`src/rtl/mem_port_arbiter.sv`:
```
// mem_port_arbiter: three-requester arbiter in front of one synchronous RAM
// port (port B). Each transaction takes ACCESS (address/data/strobe
// presented to the RAM) followed by RESP (ack, read data from ram_q).
//
// Build option: define MEMARB_ROUND_ROBIN_EN for rotating priority
// (requester after owner first). Default build is fixed priority 0 > 1 > 2.
//
// Ports
//   clk        single clock, rising edge
//   reset      asynchronous, active-high
//   req[2:0]   access request (0 CPU data, 1 display scanout, 2 peripheral)
//   we[2:0]    per-requester write enable (1 write, 0 read)
//   addr_in    packed addresses, requester i at [i*ADDR_WIDTH +: ADDR_WIDTH]
//   wdata_in   packed write data, requester i at [i*DATA_WIDTH +: DATA_WIDTH]
//   gnt[2:0]   one-hot grant, high in ACCESS
//   ack[2:0]   one-hot completion, high in RESP
//   rdata      read data (ram_q), valid with ack of a read
//   ram_addr   registered RAM address
//   ram_data   registered RAM write data
//   ram_we     registered RAM write strobe, ACCESS only
//   ram_q      RAM read data, one cycle after address sample
//   busy       high in ACCESS and RESP
//   owner      index of current/last granted requester
//
// state  | meaning
// IDLE   | no transaction; arbitrate on any req
// ACCESS | winner's address/data/strobe on the RAM port, gnt high
// RESP   | ram_q valid, ack high; arbitrate for the next transaction
module mem_port_arbiter #(
  parameter int DATA_WIDTH = 16,
  parameter int ADDR_WIDTH = 10
) (
  input  logic                    clk,
  input  logic                    reset,
  input  logic [2:0]              req,
  input  logic [2:0]              we,
  input  logic [3*ADDR_WIDTH-1:0] addr_in,
  input  logic [3*DATA_WIDTH-1:0] wdata_in,
  output logic [2:0]              gnt,
  output logic [2:0]              ack,
  output logic [DATA_WIDTH-1:0]   rdata,
  output logic [ADDR_WIDTH-1:0]   ram_addr,
  output logic [DATA_WIDTH-1:0]   ram_data,
  output logic                    ram_we,
  input  logic [DATA_WIDTH-1:0]   ram_q,
  output logic                    busy,
  output logic [1:0]              owner
);

  typedef enum logic [1:0] {
    IDLE   = 2'd0,
    ACCESS = 2'd1,
    RESP   = 2'd2
  } state_t;

  state_t                  state, state_nxt;
  logic                    load;
  logic [1:0]              winner;
  logic [ADDR_WIDTH-1:0]   sel_addr;
  logic [DATA_WIDTH-1:0]   sel_data;
  logic                    sel_we;

  // Winner is only consumed when |req, so its value with no request is moot.
  always_comb begin
    winner = 2'd0;
`ifdef MEMARB_ROUND_ROBIN_EN
    // owner resets to 2, which makes requester 0 top priority first.
    case (owner)
      2'd0: begin
        if (req[1])      winner = 2'd1;
        else if (req[2]) winner = 2'd2;
        else             winner = 2'd0;
      end
      2'd1: begin
        if (req[2])      winner = 2'd2;
        else if (req[0]) winner = 2'd0;
        else             winner = 2'd1;
      end
      default: begin
        if (req[0])      winner = 2'd0;
        else if (req[1]) winner = 2'd1;
        else             winner = 2'd2;
      end
    endcase
`else
    if (req[0])      winner = 2'd0;
    else if (req[1]) winner = 2'd1;
    else             winner = 2'd2;
`endif
  end

  always_comb begin
    sel_addr = addr_in[0 +: ADDR_WIDTH];
    sel_data = wdata_in[0 +: DATA_WIDTH];
    sel_we   = we[0];
    case (winner)
      2'd1: begin
        sel_addr = addr_in[ADDR_WIDTH +: ADDR_WIDTH];
        sel_data = wdata_in[DATA_WIDTH +: DATA_WIDTH];
        sel_we   = we[1];
      end
      2'd2: begin
        sel_addr = addr_in[2*ADDR_WIDTH +: ADDR_WIDTH];
        sel_data = wdata_in[2*DATA_WIDTH +: DATA_WIDTH];
        sel_we   = we[2];
      end
      default: ;
    endcase
  end

  always_ff @(posedge clk or posedge reset) begin
    if (reset) begin
      state    <= IDLE;
      owner    <= 2'd2;
      ram_addr <= '0;
      ram_data <= '0;
      ram_we   <= 1'b0;
    end else begin
      state  <= state_nxt;
      // Strobe is set only on entry to ACCESS, so it clears after one cycle.
      ram_we <= load & sel_we;
      if (load) begin
        owner    <= winner;
        ram_addr <= sel_addr;
        ram_data <= sel_data;
      end
    end
  end

  always_comb begin
    state_nxt = state;
    load      = 1'b0;
    gnt       = 3'b000;
    ack       = 3'b000;
    busy      = 1'b0;
    case (state)
      IDLE: begin
        if (|req) begin
          state_nxt = ACCESS;
          load      = 1'b1;
        end
      end
      ACCESS: begin
        state_nxt = RESP;
        gnt       = 3'b001 << owner;
        busy      = 1'b1;
      end
      RESP: begin
        ack  = 3'b001 << owner;
        busy = 1'b1;
        if (|req) begin
          state_nxt = ACCESS;
          load      = 1'b1;
        end else begin
          state_nxt = IDLE;
        end
      end
      default: state_nxt = IDLE;
    endcase
  end

  assign rdata = ram_q;

endmodule

```
`config.mk`:
```
export PLATFORM = sky130hd
export DESIGN_NAME = mem_port_arbiter
export DESIGN_NICKNAME = d
export VERILOG_FILES = /design/src/rtl/mem_port_arbiter.sv
export SDC_FILE = /design/constraint.sdc
export NUM_CORES = 1
export LEC_CHECK = 0
export ABC_CLOCK_PERIOD_IN_PS = 1680
export BUFFER_PORTS_ARGS = -buffer_cell sky130_fd_sc_hd__buf_2
export CORE_MARGIN = 3
export CORE_UTILIZATION = 40
export DETAILED_ROUTE_END_ITERATION = 8
export GPL_TIMING_DRIVEN = 0
export HOLD_SLACK_MARGIN = 0.1
export PLACE_DENSITY = 0.89
export SETUP_SLACK_MARGIN = 0.2
export SYNTH_ARGS = -nofsm -noshare
export SYNTH_HDL_FRONTEND = slang
export SYNTH_SLANG_ARGS = --single-unit
```
`constraint.sdc`:
```
create_clock -name clk -period 1.68 [get_ports clk]
set_clock_uncertainty 0.2 [all_clocks]
set_input_delay 0.336 -clock clk [delete_from_list [all_inputs] [get_ports clk]]
set_output_delay 0.336 -clock clk [all_outputs]
set_load 0.01 [all_outputs]
```
==> results.md <==
- Status: complete, but fails checks
- Violated checks: hold timing, setup timing
- Crit Path Max Fanout: 4
- Final worst slack: -0.153 ns
- Worst Setup Start Kind: register
- Vias in the first global route: 2,080
- Relative slew slack: ~54%
- Pin count of the biggest net entering global routing: 32
- # setup viols final: 30
- Max Cap Viol: 0
- Global route overflow: 0
- Via count: roughly 2,100
- Yosys cell types: 23
- Clk buf depth: 2
- Hold-fix buffers, CTS: 1
- Combinational share of power: 63.2%
- Hold Slack: -0.0462 ns
- Num CTS Buffers: 5
- P&R area growth vs syn: 71.5%
- ANT cells: 0
- Syn Nets: about 300
- GRT Overall Usage: approximately 19%
- Max Fclk: between 500 and 600 MHz
- CTS root buffer: clkbuf_8
- Final max-slew violation count: 0
- Die X: around 77 um
- Sw power: ~2.2 mW
- Final Hold Vio Count: 14
- DRC: 0
- Final net count: approximately 460
- Critical path class: register to primary output
- H-tree Lvls: 2
- Core ar.: 4790 um^2
- Worst Path Required: 1.14 ns
- Synth async-reset ratio: 100%
- Layout cells sized above 1: ~74%
- HP Class: input pin to async pin
- Drt first pass iters: 4
- Tcrit/Tclk final: 109%
- First DRT Iteration DRCs: 60
- Final min period: around 1.8 ns
- Gate Count Post-Synth: ~200
- Crit-path cells: inv_2 -> ha_4 -> inv_6 -> nor3b_4 -> buf_2
- Top_reg_cell synth: dfrtp_1
- RSZ-0062 raised after global routing: yes
- Total Power: approximately 5.5 mW
- Routed WL: ~6300 um
- Sw Share: 39.0%
- Die area: just under 6000 um^2
- Synth Register Bits: 31
- Via density: around 5
- Wire length per cell: 14.9 um
- Clock slew at reported path FFs: 0.07 ns
- Final setup TNS: -1.60 ns
- PD cells: ~1600 nW/um^2
- Final Wtd Congestion: 0.746
- Crit path arrival time: around 1.3 ns
- Int Power: ~3.4 mW
- Max stage delay on crit path: 0.42 ns
- Reg power frac: a little over a quarter
- Worst slew pin tran: 0.682 ns
- Port Buffers: 136
- First-pass GRT wire length: 9230 um
- Row Count: 25
- Max VDD drop: about 0.67 mV
- Final Util: between 70% and 80%
- CTS tree: done
- Avg Inst Size Synth: between 10 and 15 um^2
- Initial antenna violation count: 0
- Antenna-violating nets left: 0
- Post-synthesis sequential area ratio: about two fifths
- Leak: around 1.8 nW
- Sink Count: 31
- Yosys warning total: 0
- Clock power share: roughly a tenth
- Crit end category: primary output
- Skew-Pair Late Insertion Delay: 0.28 ns
- Slowest stage cell, crit path: dfrtp_1
- Die H: ~77 um
- I/O pins: approximately 150
- Initial core utilization: 42.0%
- EDFF count, synth: 0
- DPL Wire Length: between 4000 and 5000 um
- Synthesized area: 2010 um^2
critical path: cells and delay by family (launching register included):
kind          cells  cell delay [ns]
buf+inv           3             0.29
simple gates      1             0.15
fa+ha+maj         1             0.16
flops             1             0.42
cells in the final DEF (no fill, tap or decap), types with 2 or more instances in the layout:
cell type | Yosys | layout
buf_2 | 4 | 137
dfrtp_1 | 30 | 28
mux2_2 | 28 | 27
mux2i_1 | 27 | 27
buf_4 | 22 | 25
o21ai_1 | 5 | 13
o21ai_2 | 0 | 13
nand2_1 | 27 | 9
nand2_4 | 0 | 9
nand2_2 | 0 | 9
buf_6 | 0 | 7
clkbuf_8 | 0 | 6
buf_8 | 0 | 5
clkbuf_16 | 0 | 5
nor2_1 | 4 | 3
ha_4 | 0 | 3
buf_12 | 0 | 2
inv_1 | 5 | 2
o21ai_0 | 23 | 2
and3b_1 | 2 | 2
nor3b_4 | 0 | 2
dfrtp_2 | 0 | 2
power by group through the flow:
stage / clock [mW] / sequential [mW] / combinational [mW]
after global routing: 0.637 / 1.50 / 3.72
after global placement: 0 / 1.35 / 1.96
after floorplan: 0 / 1.53 / 1.07
after CTS: 0.601 / 1.36 / 2.34
final: 0.583 / 1.45 / 3.49
after detailed placement: 0 / 1.37 / 2.02
cell usage after synthesis (all sizes together), types with 3 or more instances:
library cell | n | area (um^2)
buf | 26 | 185
dfrtp | 30 | 751
ha | 4 | 50.1
inv | 5 | 18.8
mux2 | 28 | 315
mux2i | 27 | 270
nand2 | 27 | 101
nor2 | 4 | 15.0
nor3b | 3 | 22.5
o21ai | 28 | 140
layout make-up:
| type | instances | area (um^2) |
|---|---|---|
| Buffer | 28 | 243 |
| Clock buffer | 6 | 82.6 |
| Clock inverter | 1 | 5.00 |
| Fill cell | 367 | 1340 |
| Inverter | 5 | 26.3 |
| Multi-Input combinational cell | 131 | 1240 |
| Sequential cell | 31 | 779 |
| Tap cell | 67 | 83.8 |
| Timing Repair Buffer | 155 | 987 |
cell families after synthesis:
family	count (synthesis)	share of synthesized area [%]
muxes	55	29.1
and+or+nand+nor	40	9.46
buffers and inverters	33	10.6
AOI/OAI and AO/OA	32	9.59
DFF	31	38.7
adders and majority gates	4	2.49
final timing paths:
path,start,to,slack [ns],cells past startpoint
worst max register to register,state[0],ram_addr[6],-0.05,7
worst max-delay path,state[0],ack[2],-0.15,5
max in group asynchronous,reset,owner[1],0.73,3
worst min-delay path,reset,ram_addr[0],-0.05,2
min in group clk,wdata_in[4],ram_data[4],0.14,3
worst min register to register,ram_data[12],ram_data[12],0.27,2
layer usage:
| metal | vias to the layer above | GRT usage (%) | share of wire (%) |
|---|---|---|---|
| met5 | - | 0 | 0 |
| met4 | 0 | 4.17 | 0.78 |
| met3 | 8 | 5.52 | 7.7 |
| met2 | 102 | 37.1 | 56 |
| met1 | 991 | 20.5 | 36 |
| li1 | 980 | - | - |
sequential cells by signal (all words and copies together) (netlist names):
| signal | count |
|---|---|
| owner | 2 |
| ram_addr | 10 |
| ram_data | 16 |
| ram_we | 1 |
| state | 2 |
repair_timing:
item,in CTS,in global routing
buffers inserted,8,3
gates cloned,1,5
pin swaps,3,22
resized for setup,12,82
endpoints found under the setup margin,40,40
endpoints found under the hold margin,1,14
through the flow:
stage	hold slack (ns)	setup slack (ns)	instance area, um^2	cells
finish	-0.0462	-0.153	3450	424
global placement	0.257	-0.00335	2830	398
floorplan	0.239	0.181	2060	195
detailed placement	0.265	-0.0400	2830	398
CTS	0.131	-0.167	3050	415
global route	-0.0109	-0.211	3450	424
(Power assumes the default switching activity.)
